===== src/rtl/pulse_sync_pkg.sv =====
// Shared types and defaults for the request/acknowledge pulse synchronizer.
package pulse_sync_pkg;

  typedef enum logic [0:0] {
    IDLE = 1'b0,
    WAIT = 1'b1
  } state_t;

  localparam int STAGES_DEF = 2;
  localparam int CNT_W_DEF  = 4;

endpackage


===== src/rtl/cdc_sync.sv =====
// Multi-flop level synchronizer for a single asynchronous bit.
module cdc_sync #(
  parameter int pSTAGES = 2
) (
  input  logic clk,
  input  logic rst_n,
  input  logic d,
  output logic q
);

  logic [pSTAGES-1:0] ff;

  always_ff @(posedge clk or negedge rst_n) begin
    if (!rst_n) ff <= '0;
    else        ff <= {ff[pSTAGES-2:0], d};
  end

  assign q = ff[pSTAGES-1];

endmodule


===== src/rtl/pulse_sync_tx.sv =====
// Sending half of a toggle handshake pulse synchronizer with a pending-event counter.
// Define PULSE_SYNC_TX_OVF_EN to compile in the ovf (dropped event) pulse.
module pulse_sync_tx
  import pulse_sync_pkg::*;
#(
  parameter int pSTAGES = STAGES_DEF,
  parameter int pCNT_W  = CNT_W_DEF
) (
  input  logic              clk,
  input  logic              rst_n,
  input  logic              pls_in,
  input  logic              ack_tgl,
  output logic              req_tgl,
  output logic              busy,
  output logic [pCNT_W-1:0] pend_cnt,
  output logic              ovf
);

  localparam logic [pCNT_W-1:0] CNT_MAX = '1;

  state_t state, state_nx;
  logic   ack_s, done, pend_nz, full;
  logic   issue, inc, dec, sat;

  cdc_sync #(.pSTAGES(pSTAGES)) u_ack_sync (
    .clk   (clk),
    .rst_n (rst_n),
    .d     (ack_tgl),
    .q     (ack_s)
  );

  assign done    = (ack_s == req_tgl);
  assign pend_nz = |pend_cnt;
  assign full    = (pend_cnt == CNT_MAX);

  // inc: pls_in goes into the counter; dec: a counted event is issued.
  // A pulse on an issuing cycle with an empty counter is consumed directly.
  always_comb begin
    state_nx = state;
    issue    = 1'b0;
    dec      = 1'b0;
    inc      = pls_in;
    case (state)
      IDLE: begin
        inc = pls_in & pend_nz;
        if (pls_in || pend_nz) begin
          issue    = 1'b1;
          dec      = pend_nz;
          state_nx = WAIT;
        end
      end
      WAIT: begin
        if (done) begin
          if (pend_nz || pls_in) begin
            issue = 1'b1;
            dec   = 1'b1;
          end else begin
            state_nx = IDLE;
          end
        end
      end
      default: state_nx = IDLE;
    endcase
  end

  assign sat = inc & ~dec & full;

  always_ff @(posedge clk or negedge rst_n) begin
    if (!rst_n) begin
      state    <= IDLE;
      req_tgl  <= 1'b0;
      pend_cnt <= '0;
    end else begin
      state <= state_nx;
      if (issue) req_tgl <= ~req_tgl;
      if (inc && !dec && !full)  pend_cnt <= pend_cnt + 1'b1;
      else if (dec && !inc)      pend_cnt <= pend_cnt - 1'b1;
    end
  end

`ifdef PULSE_SYNC_TX_OVF_EN
  always_ff @(posedge clk or negedge rst_n) begin
    if (!rst_n) ovf <= 1'b0;
    else        ovf <= sat;
  end
`else
  assign ovf = 1'b0;
`endif

  assign busy = (state == WAIT) | pend_nz;

endmodule

===== config.mk =====
export PLATFORM = sky130hd
export DESIGN_NAME = pulse_sync_tx
export DESIGN_NICKNAME = d
export VERILOG_FILES = /design/src/rtl/pulse_sync_pkg.sv /design/src/rtl/cdc_sync.sv /design/src/rtl/pulse_sync_tx.sv
export SDC_FILE = /design/constraint.sdc
export NUM_CORES = 1
export LEC_CHECK = 0
export CAP_MARGIN = 20
export CORE_AREA = 2 2 39 41
export CTS_CLUSTER_SIZE = 16
export DETAILED_ROUTE_END_ITERATION = 12
export DIE_AREA = 0 0 41 43
export GPL_ROUTABILITY_DRIVEN = 0
export SETUP_SLACK_MARGIN = 0.4
export SKIP_CTS_REPAIR_TIMING = 1
export SYNTH_ARGS = -nofsm -noshare
export SYNTH_HDL_FRONTEND = slang
export SYNTH_SLANG_ARGS = --single-unit

===== constraint.sdc =====
create_clock -name clk -period 2.2 [get_ports clk]
set_input_delay 0.44 -clock clk [delete_from_list [all_inputs] [get_ports clk]]
set_output_delay 0.44 -clock clk [all_outputs]
set_load 0.005 [all_outputs]

==> run_results.csv <==
group,metric,value,unit
detailed_routing,avgRoutedWirePerCell,12.40,µm
sta,maxSlewViolCount,0,
hold_path,holdCritPathClass,"reg -> reg",
worst_setup_path,path_max_fanout,5,
sta,fin_crit,2044,ps
floorplanning,io_pins,11,
place,dpl.hpwl,651.8,µm
power_and_ir_drop,p_leak,0.3054,nW
power_and_ir_drop,pwr-share-seq,28.8,%
finish,area_delta_synth_final,56.71,%
worst_setup_path,worstPathArrival,1600,ps
finish,fill_cells,122,
floorplanning,die_h,43,µm
clocking,htree_num_levels,1,
clocking,cts_buffers,3,
sta,max_clock_freq,0.4891,GHz
yosys,yosys.area.top_type,"dfrtp_1",
global_routing,grt_start_max_net_pins,9,
sta,fin_skew,3.675,ps
yosys,ys_seq_elements,8,
yosys,seq_area_frac_synth,43.84,%
sta,worst_slack,155.5,ps
place,pre_cts_ws,-94.50,ps
yosys,synth_cells,35,
yosys,synth_top_area_share,43.84,%
global_routing,grt-ovfl-total,0,
yosys,synth_xor_area_share,9.315,%
floorplanning,die-area,1763,µm²
sta,grt_setup_unrepaired,"yes",
clocking,cts_root_buffer,"clkbuf_4",
yosys,synth_top_family_by_area,"multiplexers",
detailed_routing,totalWireLength,893,µm
place,place_area,596.8,µm²
yosys,syn_area_per_cell,13.05,µm²
power_and_ir_drop,combPwrFrac,61.6,%
yosys,netlist-cell-type-count,23,
worst_setup_path,path_class,"reg -> out",
finish,drive_gt1_share,48.21,%
sta,tns,0,ps
detailed_routing,vias_per_cell,4.806,
worst_setup_path,crit_required,1760,ps
clocking,cts_tree,"yes",
yosys,synthMuxAreaShare,13.42,%
floorplanning,core,1384,µm²
power_and_ir_drop,clock_power_share,9.6,%
yosys,synth_fp_nets,42,
finish,layout_common_cells,"clkdlybuf4s50_1 (9), buf_4 (9), dfrtp_1 (6)",
clocking,clkSinkCount,8,
floorplanning,rows,14,
yosys,synthAdderAreaFrac,9.863,%
finish,n_antenna_cell,0,
detailed_routing,drc,0,
yosys,yosys-top-cells-area,"dfrtp_1 (44%), mux2_4 (6.6%), ha_1 (5.5%), fa_1 (4.4%), mux2i_1 (4.4%)",
place,io_buffer_count,9,
worst_setup_path,endpoint_kind,"output port",
detailed_routing,drt_pre_antenna_iters,4,
clocking,clockBufferDepth,2,
power_and_ir_drop,p_sw_share,34.91,%
detailed_routing,drtIter0Drc,3,
flow_run,drv_cap,0,
yosys,yosys.area_share.simple,10.96,%
clocking,cts.clk_slew.worst_paths,50,ps
power_and_ir_drop,power_density,1552,nW/µm²
worst_setup_path,start_kind,"register",
floorplanning,start_util,33.00,%
global_routing,antenna_found_initial,0,
run_status,status,"complete, no violations",
yosys,synth_compound_area_share,9.315,%
sta,hold_viol,0,
finish,nNetsFinal,65,
detailed_routing,vias,346,
finish,fin_area,715.7,µm²
global_routing,grt_use_total,11.95,%
sta,period_share,92.93,%
sta,setup_viol,0,
clocking,worstSkewPairLatency,250,ps
power_and_ir_drop,p_sw,387.9,µW
power_and_ir_drop,power.internal,723.1,µW
floorplanning,die_w,41,µm
detailed_routing,ant_nets,0,
yosys,synth_warnings,0,
yosys,netlist_area,456.7,µm²
global_routing,first_global_vias,328,
power_and_ir_drop,peakVddDrop,0.6550,mV
global_routing,grt_pass1_wl,1359,µm
[power groups by stage]
stage          logic, mW  clock network, mW  registers [mW]
4_1_cts            0.584              0.112           0.297
3_5_place_dp       0.579                  0           0.299
5_1_grt            0.754              0.119           0.331
2_1_floorplan      0.360                  0           0.285
6_report           0.685              0.106           0.320
3_3_place_gp       0.561                  0           0.295
[layer usage]
metal  vias up  global-route usage (%)  routed length [µm]
met5         -                       0                   0
met4         0                   8.000                  10
met3         2                   4.712                  34
met2         8                   17.50                 500
met1       171                   13.61                 348
li1        165                       -                   -
[area by class of cell]
type                    count  area, µm²  share of cell area, %
flip-flops and latches      8      202.7                  28.32
clock buffers               3      22.52                  3.147
well taps                  16      20.02                  2.797
inverters                   1      3.754                 0.5245
multi-input cells          25      297.8                  41.61
repair buffers             19      168.9                  23.60
[worst paths after layout]
kind	start	end	slack [ps]	depth (start not counted)
min in group asynchronous	rst_n	pend_cnt[3]	460	1
min	u_ack_sync.ff[0]	u_ack_sync.ff[1]	340	0
max reg2reg	req_tgl	pend_cnt[3]	210	7
max in group asynchronous	rst_n	pend_cnt[0]	1470	1
max	pend_cnt[2]	busy	160	3
min reg2reg	u_ack_sync.ff[0]	u_ack_sync.ff[1]	340	0
[sequential cells by signal (all words and copies together), names as in the netlist]
name and cells:
req_tgl 1, pend_cnt 4, state 1, u_ack_sync.ff 2
[critical path: stages (launching register included)]
cell,delay [ps]
dfrtp_2,460
nor4_4,370
nand2b_1,90
clkdlybuf4s50_1,440
[through the flow]
stage          hold slack (ps)  total power, mW  std cells  utilization [%]
2_1_floorplan            144.4           0.6455         35                -
3_3_place_gp             332.3           0.8555         63            43.13
3_5_place_dp             335.6           0.8784         63            43.13
4_1_cts                  346.5           0.9925         66            44.76
5_1_grt                  354.7            1.204         72            51.72
6_report                 343.4            1.111         72            51.72
[cell usage after synthesis, drive strengths merged]
library cell / n
a211o: 1
a21o: 2
a21oi: 2
a22oi: 1
and2: 1
buf: 1
conb: 1
dfrtp: 8
fa: 1
ha: 2
inv: 1
mux2: 3
mux2i: 2
nand2: 1
nand2b: 1
nand4: 2
nor4: 1
xnor2: 1
xor2: 3
[logic make-up after synthesis]
logic type	Yosys count
DFF	8
AOI/OAI and AO/OA	6
and+or+nand+nor	6
muxes	5
xor gates and xnor gates	4
adders and majority gates	3
buffers and inverters	2
other	1
(Power assumes the default switching activity.)
